`config.mk`:
```
export PLATFORM = sky130hd
export DESIGN_NAME = mem_arbiter
export DESIGN_NICKNAME = d
export VERILOG_FILES = /design/src/rtl/mem_arbiter_pkg.sv /design/src/rtl/mem_lane_align.sv /design/src/rtl/mem_arbiter.sv
export SDC_FILE = /design/constraint.sdc
export NUM_CORES = 1
export LEC_CHECK = 0
export BUFFER_PORTS_ARGS = -buffer_cell sky130_fd_sc_hd__buf_2
export CAP_MARGIN = 40
export CORE_AREA = 2 2 196 198
export CTS_CLUSTER_DIAMETER = 30
export DETAILED_ROUTE_END_ITERATION = 8
export DIE_AREA = 0 0 198 200
export RECOVER_POWER = 25
export SLEW_MARGIN = 0
export SYNTH_ARGS = -nofsm -noshare
export SYNTH_HDL_FRONTEND = slang
export SYNTH_SLANG_ARGS = --single-unit
```
`constraint.sdc`:
```
create_clock -name clk -period 16.88 [get_ports clk]
set_input_delay 0.844 -clock clk [delete_from_list [all_inputs] [get_ports clk]]
set_output_delay 0.844 -clock clk [all_outputs]
set_load 0.03 [all_outputs]
```
`src/rtl/mem_arbiter_pkg.sv`:
```
// Shared definitions for the memory-port arbiter.
// Holds the CorePack memory-op codes, the arbiter state type and the
// grant identifiers used for round-robin bookkeeping.
package mem_arbiter_pkg;

   // Memory operation codes (width in low two bits, bit 2 = unsigned load).
   localparam logic [2:0] MEM_B  = 3'd0;
   localparam logic [2:0] MEM_H  = 3'd1;
   localparam logic [2:0] MEM_W  = 3'd2;
   localparam logic [2:0] MEM_D  = 3'd3;
   localparam logic [2:0] MEM_UB = 3'd4;
   localparam logic [2:0] MEM_UH = 3'd5;
   localparam logic [2:0] MEM_UW = 3'd6;

   typedef enum logic [1:0] {
      IDLE   = 2'd0,
      I_WAIT = 2'd1,
      D_WAIT = 2'd2,
      RESP   = 2'd3
   } arb_state_t;

   localparam logic GRANT_IF = 1'b0;
   localparam logic GRANT_DM = 1'b1;

endpackage

```
`src/rtl/mem_lane_align.sv`:
```
// Combinational byte-lane formatter for data-memory accesses.
// Ports:
//   memop, we, offset  - access description (offset = byte address bits [2:0])
//   wdata              - right-justified store data
//   rdata              - raw 64-bit memory read data
//   wdata_sh, wmask    - lane-shifted store data and byte enables (0 for loads)
//   rdata_ext          - extracted and sign/zero-extended load data
//   misalign, illegal  - access not naturally aligned / op not allowed
module mem_lane_align
   import mem_arbiter_pkg::*;
(
   input  logic [2:0]  memop,
   input  logic        we,
   input  logic [2:0]  offset,
   input  logic [63:0] wdata,
   input  logic [63:0] rdata,
   output logic [63:0] wdata_sh,
   output logic [7:0]  wmask,
   output logic [63:0] rdata_ext,
   output logic        misalign,
   output logic        illegal
);

   logic [5:0]  bit_off;
   logic [63:0] rsh;

   always_comb begin
      wdata_sh  = '0;
      wmask     = '0;
      rdata_ext = '0;
      misalign  = 1'b0;
      illegal   = 1'b0;
      bit_off   = {offset, 3'b000};
      rsh       = rdata >> bit_off;

      case (memop)
         MEM_B: begin
            wmask     = 8'h01 << offset;
            rdata_ext = {{56{rsh[7]}}, rsh[7:0]};
         end
         MEM_UB: begin
            illegal   = we;
            rdata_ext = {56'b0, rsh[7:0]};
         end
         MEM_H: begin
            misalign  = offset[0];
            wmask     = 8'h03 << offset;
            rdata_ext = {{48{rsh[15]}}, rsh[15:0]};
         end
         MEM_UH: begin
            misalign  = offset[0];
            illegal   = we;
            rdata_ext = {48'b0, rsh[15:0]};
         end
         MEM_W: begin
            misalign  = (offset[1:0] != 2'b00);
            wmask     = 8'h0F << offset;
            rdata_ext = {{32{rsh[31]}}, rsh[31:0]};
         end
         MEM_UW: begin
            misalign  = (offset[1:0] != 2'b00);
            illegal   = we;
            rdata_ext = {32'b0, rsh[31:0]};
         end
         MEM_D: begin
            misalign  = (offset != 3'b000);
            wmask     = 8'hFF;
            rdata_ext = rdata;
         end
         default: illegal = 1'b1;
      endcase

      if (we) begin
         wdata_sh = wdata << bit_off;
      end else begin
         wmask = '0;
      end
   end

endmodule

```
`src/rtl/mem_arbiter.sv`:
```
// Arbiter sharing one 64-bit memory port between instruction fetch (IF)
// and data memory (DM). One transaction at a time, round-robin on contest,
// misaligned/illegal accesses answered with err without a memory access.
// Ports:
//   clk, rst                    - clock, async active-high reset
//   if_req/if_addr              - fetch request; if_ack/if_err/if_rdata response
//   dm_req/dm_we/dm_memop/
//   dm_addr/dm_wdata            - data request; dm_ack/dm_err/dm_rdata response
//   mem_req/mem_we/mem_addr/
//   mem_wdata/mem_wmask         - registered memory request, held until mem_ack
//   mem_rdata/mem_ack           - memory response
module mem_arbiter
   import mem_arbiter_pkg::*;
#(
   parameter int unsigned ADDR_W = 64
)(
   input  logic              clk,
   input  logic              rst,
   input  logic              if_req,
   input  logic [ADDR_W-1:0] if_addr,
   output logic              if_ack,
   output logic              if_err,
   output logic [31:0]       if_rdata,
   input  logic              dm_req,
   input  logic              dm_we,
   input  logic [2:0]        dm_memop,
   input  logic [ADDR_W-1:0] dm_addr,
   input  logic [63:0]       dm_wdata,
   output logic              dm_ack,
   output logic              dm_err,
   output logic [63:0]       dm_rdata,
   output logic              mem_req,
   output logic              mem_we,
   output logic [ADDR_W-1:0] mem_addr,
   output logic [63:0]       mem_wdata,
   output logic [7:0]        mem_wmask,
   input  logic [63:0]       mem_rdata,
   input  logic              mem_ack
);

   arb_state_t  state, state_nx;
   logic        last_grant, last_grant_nx;
   logic        resp_nx, err_nx;
   logic        load_if, load_dm;
   logic [2:0]  op_q, off_q;

   logic [2:0]  al_memop, al_off;
   logic        al_we;
   logic [63:0] al_wdata_sh, al_rdata_ext;
   logic [7:0]  al_wmask;
   logic        al_misalign, al_illegal;

   // The aligner checks the live DM request at grant time and formats read
   // data from the registered op/offset while the DM transaction is pending.
   always_comb begin
      al_memop = dm_memop;
      al_we    = dm_we;
      al_off   = dm_addr[2:0];
      if (state == D_WAIT) begin
         al_memop = op_q;
         al_we    = mem_we;
         al_off   = off_q;
      end
   end

   mem_lane_align u_align (
      .memop     (al_memop),
      .we        (al_we),
      .offset    (al_off),
      .wdata     (dm_wdata),
      .rdata     (mem_rdata),
      .wdata_sh  (al_wdata_sh),
      .wmask     (al_wmask),
      .rdata_ext (al_rdata_ext),
      .misalign  (al_misalign),
      .illegal   (al_illegal)
   );

   always_ff @(posedge clk or posedge rst) begin
      if (rst) begin
         state      <= IDLE;
         last_grant <= GRANT_IF;
      end else begin
         state      <= state_nx;
         last_grant <= last_grant_nx;
      end
   end

   // last_grant always names the owner of the current WAIT/RESP, so it also
   // selects which requester receives the ack.
   always_comb begin
      state_nx      = state;
      last_grant_nx = last_grant;
      resp_nx       = 1'b0;
      err_nx        = 1'b0;
      load_if       = 1'b0;
      load_dm       = 1'b0;
      case (state)
         IDLE: begin
            if (dm_req && (!if_req || last_grant == GRANT_IF)) begin
               last_grant_nx = GRANT_DM;
               if (al_misalign || al_illegal) begin
                  state_nx = RESP;
                  resp_nx  = 1'b1;
                  err_nx   = 1'b1;
               end else begin
                  state_nx = D_WAIT;
                  load_dm  = 1'b1;
               end
            end else if (if_req) begin
               last_grant_nx = GRANT_IF;
               if (if_addr[1:0] != 2'b00) begin
                  state_nx = RESP;
                  resp_nx  = 1'b1;
                  err_nx   = 1'b1;
               end else begin
                  state_nx = I_WAIT;
                  load_if  = 1'b1;
               end
            end
         end
         I_WAIT, D_WAIT: begin
            if (mem_ack) begin
               state_nx = RESP;
               resp_nx  = 1'b1;
            end
         end
         RESP:    state_nx = IDLE;
         default: state_nx = IDLE;
      endcase
   end

   always_ff @(posedge clk or posedge rst) begin
      if (rst) begin
         mem_req   <= 1'b0;
         mem_we    <= 1'b0;
         mem_addr  <= '0;
         mem_wdata <= '0;
         mem_wmask <= '0;
         op_q      <= '0;
         off_q     <= '0;
         if_ack    <= 1'b0;
         if_err    <= 1'b0;
         if_rdata  <= '0;
         dm_ack    <= 1'b0;
         dm_err    <= 1'b0;
         dm_rdata  <= '0;
      end else begin
         mem_req <= (state_nx == I_WAIT) || (state_nx == D_WAIT);

         if (load_if) begin
            mem_we    <= 1'b0;
            mem_addr  <= {if_addr[ADDR_W-1:3], 3'b000};
            mem_wdata <= '0;
            mem_wmask <= '0;
            op_q      <= MEM_W;
            off_q     <= if_addr[2:0];
         end else if (load_dm) begin
            mem_we    <= dm_we;
            mem_addr  <= {dm_addr[ADDR_W-1:3], 3'b000};
            mem_wdata <= al_wdata_sh;
            mem_wmask <= al_wmask;
            op_q      <= dm_memop;
            off_q     <= dm_addr[2:0];
         end

         if_ack   <= resp_nx && (last_grant_nx == GRANT_IF);
         if_err   <= resp_nx && (last_grant_nx == GRANT_IF) && err_nx;
         dm_ack   <= resp_nx && (last_grant_nx == GRANT_DM);
         dm_err   <= resp_nx && (last_grant_nx == GRANT_DM) && err_nx;

         if_rdata <= '0;
         dm_rdata <= '0;
         if (resp_nx && !err_nx) begin
            if (last_grant_nx == GRANT_IF) begin
               if_rdata <= off_q[2] ? mem_rdata[63:32] : mem_rdata[31:0];
            end else if (!mem_we) begin
               dm_rdata <= al_rdata_ext;
            end
         end
      end
   end

endmodule

```
== Yosys cells after proc, flatten, opt, wreduce, memory -nomap -nowiden ==
Index checks and enable logic that the tools add are counted.

* Equality and inequality tests: 11
* Reduce and logical (&&, ||, !) cells: 22
* Multiplexer cells: 50
* Shift operators: 5
* Bitwise operators: 2

{| class="wikitable"
|+ Operators with widths
! cell !! count
|-
| 64-bit 2-to-1 mux || 8
|-
| 64-bit case mux with 7 select lines || 1
|-
| 32-bit 2-to-1 mux || 3
|-
| 64-bit by 6-bit left shift with 64-bit output || 1
|-
| 64-bit by 6-bit right shift with 32-bit output || 1
|-
| 8-bit case mux with 4 select lines || 1
|-
| 8-bit 2-to-1 mux || 3
|-
| 1-bit 2-to-1 mux || 20
|-
| 3-bit 2-to-1 mux || 6
|-
| 3-bit == test, second input constant || 3
|-
| 2-bit 2-to-1 mux || 4
|-
| 1-bit by 3-bit left shift with 8-bit output, first input constant || 1
|-
| 2-bit by 3-bit left shift with 8-bit output, first input constant || 1
|-
| 4-bit by 3-bit left shift with 8-bit output, first input constant || 1
|-
| 2-bit == test, second input constant || 3
|-
| 3-bit by 2-bit == test with 1-bit output, second input constant || 2
|-
| 1-bit logical AND || 6
|-
| 2-bit case mux with 3 select lines || 1
|-
| 2-bit nonzero test || 3
|-
| 2-bit OR reduction || 3
|-
| 2-bit by 1-bit == test with 1-bit output, second input constant || 2
|-
| 1-bit case mux with 2 select lines || 2
|-
| 4-bit OR reduction || 1
|-
| 3-bit by 1-bit == test with 1-bit output, second input constant || 1
|-
| 8 further kinds || 12
|}

* Input bits: 265
* Flip-flop bits (word level): 247
* Output and inout bits: 238
* Logic and storage cells: 105

== Logic depth before layout (Yosys ltp) ==
Gate-level depths: netlist of the first run.

* Word-level depth: 12
* Mapped depth: 13
* Mapped depth without buffers: 8

== Cells and area by module ==
A second synthesis of the first run with hierarchy kept.

* Cell total of the unflattened synthesis: 1368
* Area, all modules: 13949.6 um2

{| class="wikitable"
|+ Modules (own cells, without submodules)
! module !! cells each !! area an instance (um2) !! seq. area each (um2) !! instances
|-
| mem_arbiter || 743 || 9406.5 || 6105.9 || 1
|-
| mem_lane_align || 625 || 4543.1 || 0.0 || 1
|}

== Worst setup path before layout of the first run ==
Ideal clock, no wire load.

* Path type: register -> register
* Start point: register state[0]
* End point: register mem_addr[3]
* Arrival time: 2528 ps
* Buffers on the path: 4
* Required time: 16754 ps
* Period minus slack after synthesis: 2654 ps
* Setup time: 126 ps
* Cell stages (with the launch flop): 13
* Setup slack: 14226 ps
* Cell sequence: dfrtp_1 > inv_1 > ha_1 > buf_6 > mux2_2 > buf_6 > nor3_2 > o221a_2 > nand3_2 > buf_2 > buf_2 > and3_1 > a221o_1

* Cells in the longest elaborated chain, start to end: 10
* Elaborated cells on any way between the ends: 27
* Classes of those cells: eq/ne: 7; mux: 10; reduce/logical: 10

{| class="wikitable"
|+ Ends and longest elaborated chain
! element !! line !! text
|-
| from (decl) || mem_arbiter.sv:41 || <nowiki>arb_state_t state, state_nx;</nowiki>
|-
| from (signal assigned) || mem_arbiter.sv:84 || <nowiki>state <= state_nx;</nowiki>
|-
| 2-bit == test || mem_arbiter.sv:59 || <nowiki>if (state == D_WAIT) begin</nowiki>
|-
| 3-bit 2-to-1 mux || mem_arbiter.sv:59 ||
|-
| 3-bit by 1-bit == test with 1-bit output (tied with other cells) || mem_lane_align.sv:36 || <nowiki>case (memop)</nowiki>
|-
| 4-bit OR reduction (no source line) (tied with other cells) || -- ||
|-
| 1-bit case mux with 2 select lines or 1-bit case mux with 3 select lines (tied branches) || mem_lane_align.sv:36 ||
|-
| 1-bit logical OR || mem_arbiter.sv:102 || <nowiki>if (al_misalign || al_illegal) begin</nowiki>
|-
| 1-bit 2-to-1 mux || mem_arbiter.sv:102 ||
|-
| 1-bit 2-to-1 mux || mem_arbiter.sv:100 || <nowiki>if (dm_req && (!if_req || last_grant == GRANT_IF)) begin</nowiki>
|-
| 1-bit 2-to-1 mux || mem_arbiter.sv:98 || <nowiki>case (state)</nowiki>
|-
| 2-bit nonzero test (no source line) || -- ||
|-
| to (signal assigned) || mem_arbiter.sv:153 || <nowiki>mem_addr <= {if_addr[ADDR_W-1:3], 3'b000};</nowiki>
|-
| to (signal assigned) || mem_arbiter.sv:160 || <nowiki>mem_addr <= {dm_addr[ADDR_W-1:3], 3'b000};</nowiki>
|-
| to (decl) || mem_arbiter.sv:34 || <nowiki>output logic [ADDR_W-1:0] mem_addr,</nowiki>
|}

Several ways; a longest one is shown, not always the timed one.
A chain may end at the register's enable or synchronous reset.

==> results of run 1 <==
## flip-flops by register name, indices dropped and copies added, names as in the netlist, 2 cells and up
register	flops
mem_wdata	64
off_q	3
mem_addr	61
op_q	3
if_rdata	32
state	2
mem_wmask	8
dm_rdata	64
## cell type report
cell class	count	area (um^2)
fillers	3633	19600
multi-input cells	1081	6500
flip-flops and latches	244	6110
repair buffers	530	2760
clock buffers	65	1420
well taps	511	639
clock inverters	35	373
inverters	5	20.0
diodes	6	15.0
## critical path: cells and delay by family
| kind | cells | cell delay (ps) |
|---|---|---|
| buffers and inverters | 6 | 6360 |
## layer usage
layer	GRT usage, %	up-vias
met5	0	-
met4	13.2	8
met3	6.25	153
met2	46.5	808
met1	32.9	6638
li1	-	6242
## metrics by stage
step,utilization (%),hold WS [ps],worst slack (ps),cells,instance area (um^2)
5_1_grt,47.7,461,8910,2476,17800
3_5_place_dp,43.0,460,12090,2371,16100
4_1_cts,47.8,387,12040,2471,17900
2_1_floorplan,-,513,9330,1467,13200
6_report,47.7,469,10300,2477,17800
3_3_place_gp,42.7,458,12320,2364,16000
## logic make-up after synthesis
kind of cell	count (synthesis)	synth area share [%]
flops	244	46.4
xor+xnor	3	0.200
simple gates	539	17.9
compound gates	423	21.5
buf+inv	142	4.77
mux	108	8.75
other cells	1	0.0285
fa+ha+maj	5	0.475
## path summary, 6_finish.rpt
path	cells after the start	endpoint	start	slack, ps
setup / recovery	6	mem_wdata[16]	rst	10300
hold / removal	2	mem_wdata[9]	mem_wdata[9]	470
setup reg to reg	9	mem_wmask[3]	state[0]	12040
hold reg to reg	2	mem_wdata[9]	mem_wdata[9]	470
max in group clk	9	mem_wmask[3]	state[0]	12040
min in group asynchronous	2	if_rdata[31]	rst	1530
## synth_stat cells (3+ instances only)
cell,instances
clkbuf_1,89
o22ai_1,19
a211oi_1,5
nand2_1,335
mux4_2,4
buf_1,9
a221o_1,61
buf_4,6
o21ai_0,85
mux2_2,7
nand3_1,33
buf_2,27
a311oi_1,5
buf_6,5
a21oi_1,114
and2_1,3
a32oi_1,9
o211ai_1,6
nor3_1,4
a22oi_1,24
a221oi_1,8
a32o_1,7
ha_1,5
inv_1,5
o2111ai_1,6
mux2i_1,96
and3_1,87
o31ai_1,13
nor2_1,63
dfrtp_1,244
a22o_1,5
a31oi_1,43
## report_power, final
group | switching (W) | internal (W) | total (W)
combinational | 0.00113 | 0.000523 | 0.00165
clock | 0.000357 | 0.000669 | 0.00103
sequential | 0.0000970 | 0.000766 | 0.000863
==> results.cfg, run 1 <==
[outcome]
status = finished, violations left
failed_checks = max-capacitance violations, max-slew violations

[floorplanning]
start_util_pct = 35.2
fp.dieH_um = 200
fp.dieArea_mm2 = 0.0396
std_cell_rows = 71
ios = 503
die_w_um = 198
core_mm2 = 0.0374

[timing]
finalCritPeriodShare_pct = 39.0
worst_pin_slew_ps = 4270
skew_ps = 25.6
fin_setup_tns_ps = 0
setup_viol = 0
fmax_mhz = 152
hold_viol = 0
rsz0062_at_grt = false
fin_crit_ps = 6580
relSlewSlack_pct = -186
maxSlewViolCount = 175

[run]
cap_violations = 3

[logic_synthesis]
yosysWarnings = 0
synth_seq_area_share_pct = 46.4
yosysUniqueCellTypes = 60
syn_avg_cell_area_um2 = 8.99
synth-seq-cells = 244
synth_area_leaders = dfrtp_1, nand2_1, mux2i_1
synth_ff_type = dfrtp_1
synth_top_area_share_pct = 46.4
synth_top_cell_by_area = dfrtp_1
syn_inst = 1465
synth_edf_count = 0
synthArstFlopShare_pct = 100
synthesis.area_mm2 = 0.0132

[clock_network]
cts.clk_slew.worst_paths_ps = 50
htree_num_levels = 2
cts_resized = 0
numCtsBuffers = 54
clk_path_buf_depth = 3
cts.hold.buffers_added = 0
cts_tree = yes
post_cts_buffers = 0
clock_latency_ps = 590
root_buffer = clkbuf_16
clock-sinks = 244

[place]
port-buffer-count = 499
dp_hpwl_um = 40200
routabilityCongestion = 0.970

[critical_path]
crit_path_frequent_cell = clkbuf_1
crit_chain = buf_2 -> clkinvlp_2 -> clkbuf_1 -> clkbuf_1 -> buf_4 -> buf_16
crit_type = in -> async
worst_ep_arrival_time_ps = 7320
cp.required_ps = 17620
endpoint_kind = asynchronous set/reset pin
path_max_fanout = 97
startpoint_type = primary input
slowest_stage = clkinvlp_2
max_stage_delay_ps = 2350

[route]
final_antenna_net_count = 0
wl_met3_um = 4990
num_vias = 13800
wl_met1_um = 20500
wl_um = 55600
via_per_inst = 5.59
wl_met2_um = 27400
drtIter0Drc = 1160
topRoutingLayerUsed = met5
drt_first_pass_iters = 6
route.detailed.drc = 0
wl_per_cell_um = 22.4

[global_route]
grt_pass1_vias = 13600
grt_max_degree = 98
grt_pass1_wl_um = 81600
grt.overflow.total = 0
track_usage_pct = 27.3
grt_antenna_before_repair = 11

[pwr]
vdd.ir_drop.worst_mv = 0.103
total_power_w = 0.00354
powerDensity_mw_per_mm2 = 199
p_leak_nw = 9.09

[finish]
fin_nets = 2186
final_cell_mix = buf_2, nand2_1, dfrtp_1
layout-drive-gt1-share_pct = 32.7
area_delta_synth_final_pct = 35.5
final_common_cell = buf_2

[min_path]
hold_path_class = reg -> reg
(Power assumes the default switching activity.)
==> inputs of run 2 (changes only) <==
--- a/config.mk
+++ b/config.mk
@@ -5,12 +5,14 @@
 export SDC_FILE = /design/constraint.sdc
 export NUM_CORES = 1
 export LEC_CHECK = 0
+export ABC_AREA = 1
 export BUFFER_PORTS_ARGS = -buffer_cell sky130_fd_sc_hd__buf_2
 export CAP_MARGIN = 40
-export CORE_AREA = 2 2 196 198
+export CORE_MARGIN = 2
+export CORE_UTILIZATION = 40
 export CTS_CLUSTER_DIAMETER = 30
 export DETAILED_ROUTE_END_ITERATION = 8
-export DIE_AREA = 0 0 198 200
+export PLACE_DENSITY = 0.66
 export RECOVER_POWER = 25
 export SLEW_MARGIN = 0
 export SYNTH_ARGS = -nofsm -noshare
==> constraint.sdc (replaced) <==
create_clock -name clk -period 6.6 [get_ports clk]
set_input_delay 0.33 -clock clk [delete_from_list [all_inputs] [get_ports clk]]
set_output_delay 0.33 -clock clk [all_outputs]
set_load 0.03 [all_outputs]
==> results.cfg, run 2 <==
[critical_path]
cp.required_ps = 6420
startpoint = rst
worst_ep_arrival_time_ps = 4430
crit_chain = dlygate4sd3_1 -> buf_2 -> clkinvlp_2 -> clkbuf_4 -> clkbuf_1
rr_worst_depth = 14
startpoint_type = primary input
crit_type = in -> async
worst-r2r-setup-slack_ps = 2400
endpoint_kind = asynchronous set/reset pin
path_max_fanout = 68
reg2reg_to = mem_wdata[7]
slowest_stage = clkbuf_1
endpoint = if_rdata[18]
max_stage_delay_ps = 2560
r2r_start = state[0]

[logic_synthesis]
synthArstFlopShare_pct = 100
synth_top_cell_by_area = dfrtp_1
synth_area_leaders = dfrtp_1, nand2_1, nor2_1
synth_ff_type = dfrtp_1
yosysUniqueCellTypes = 36
synth_seq_area_share_pct = 42.2
syn_inst = 2199
yosysWarnings = 0
synth_top_area_share_pct = 42.2
synthesis.area_mm2 = 0.0145
synth-seq-cells = 244
synth_edf_count = 0
synth.top_cells.by_count = nand2_1, dfrtp_1, nor2_1, o21ai_0, nand3_1
synth_most_common_cell = nand2_1
syn_avg_cell_area_um2 = 6.58

[route]
num_vias = 16600
via_per_inst = 5.22
drtIter0Drc = 1456
route.detailed.drc = 0
final_antenna_net_count = 0
wl_per_cell_um = 19.4
wl_um = 61400
drt_first_pass_iters = 6

[min_path]
hold_start = dm_memop[2]
hold_path_class = in -> reg

[floorplanning]
ios = 503
start_util_pct = 40.7
fp.dieH_um = 194
core_mm2 = 0.0356
std_cell_rows = 69
fp.dieArea_mm2 = 0.0377
die_w_um = 194

[place]
pre_cts_ws_ps = 2480
placedCellCount = 3045
port-buffer-count = 499
dp_hpwl_um = 43500
routabilityCongestion = 0.990

[pwr]
vdd.ir_drop.worst_mv = 0.373
p_leak_nw = 11.2
powerDensity_mw_per_mm2 = 593
p_switching_w = 0.00553
clkPwrFrac_pct = 30.8
sw_frac_of_total_pct = 47.9
p_int_w = 0.00602
p_comb_share_pct = 49.3
seqPwrFrac_pct = 19.9

[timing]
fin_crit_ps = 4610
relSlewSlack_pct = -146
maxSlewViolCount = 69
fmax_mhz = 217
hold_viol = 0
fin_setup_tns_ps = 0
rsz0062_at_grt = false
setup_ws_ps = 1990
skew_ps = 20.9
finalCritPeriodShare_pct = 69.9
setup_viol = 0
worst_pin_slew_ps = 3690

[finish]
final_common_cell = nand2_1
reg_top3 = dm_rdata x64, mem_wdata x64, mem_addr x61
area_delta_synth_final_pct = 34.7
fin_nets = 2924
final_cell_mix = nand2_1, buf_2, dfrtp_1
layout-drive-gt1-share_pct = 21.5
layoutNonFillerInstCount = 3173

[clock_network]
root_buffer = clkbuf_16
cts_resized = 0
cts.clk_slew.worst_paths_ps = 50
cts_tree = yes
clk_path_buf_depth = 3
numCtsBuffers = 67
htree_num_levels = 3
clock-sinks = 244
clock_latency_ps = 570
post_cts_buffers = 0

[global_route]
grt.overflow.total = 0
track_usage_pct = 31.8
grt_pass1_wl_um = 93200
grt_antenna_before_repair = 4
grt_max_degree = 93
grt_pass1_vias = 15900

[outcome]
failed_checks = max-capacitance violations, max-slew violations
status = finished, violations left

[run]
cap_violations = 1
==> run 2: how the worst min path moves through the flow <==
stage / endpoint / slack (ps) / cells past startpoint
final: op_q[2] / 40 / 3
after global placement: mem_wdata[26] / 360 / 2
after floorplan: off_q[1] / 450 / 2
after global routing: op_q[2] / 20 / 3
after CTS: op_q[2] / 10 / 3
after detailed placement: mem_wdata[26] / 360 / 2
==> run 2: power groups by stage <==
stage	registers, W	clock network, W	logic [W]
3_5_place_dp	0.00229	0	0.00567
2_1_floorplan	0.00314	0	0.00308
6_report	0.00230	0.00356	0.00570
4_1_cts	0.00228	0.00359	0.00570
5_1_grt	0.00235	0.00367	0.00621
3_3_place_gp	0.00228	0	0.00560
==> run 2: layer usage <==
metal  global-route usage [%]  part of all wire [%]
met1                     39.8                    39
met2                     52.0                    48
met3                     7.58                   8.8
met4                     14.5                   4.2
met5                        0                 0.020
==> run 2: worst max-delay path: cells and delay by family <==
kind | cells | cell delay [ps]
buf+inv | 5 | 4020
==> run 2: kinds of logic (layout without fill, tap and decap cells) <==
group           after synthesis  after routing  synth area share, %
simple gates               1490           1490                 41.7
fa+ha+maj                     5              5                0.433
buf+inv                     248            754                 7.71
compound gates              211            211                 7.95
flops                       244            244                 42.2
other cells                   1              8               0.0259
==> run 2: per-stage QoR <==
step	instance area (um^2)	utilization (%)	hold WS, ps	power [W]
final	19500	54.8	40.9	0.0115
after CTS	19600	55.1	10.1	0.0116
after global routing	19500	54.7	19.7	0.0122
after floorplan	14500	-	449	0.00622
after detailed placement	17100	48.2	362	0.00796
after global placement	17000	47.8	357	0.00788
==> run 2: final cells by class <==
type	count	area, um^2
sequential	244	6110
fill	3589	16100
tap	461	577
antenna	5	12.5
multi-input combinational	1709	7280
timing repair buffer	524	2620
clock inverter	44	666
inverter	108	414
clock buffer	78	1810
==> run 2: repair_timing <==
item / 4_1_cts / 5_1_grt
endpoints found under the setup margin: 0 / 0
hold buffers: 1 / 0
endpoints found under the hold margin: 15 / 0
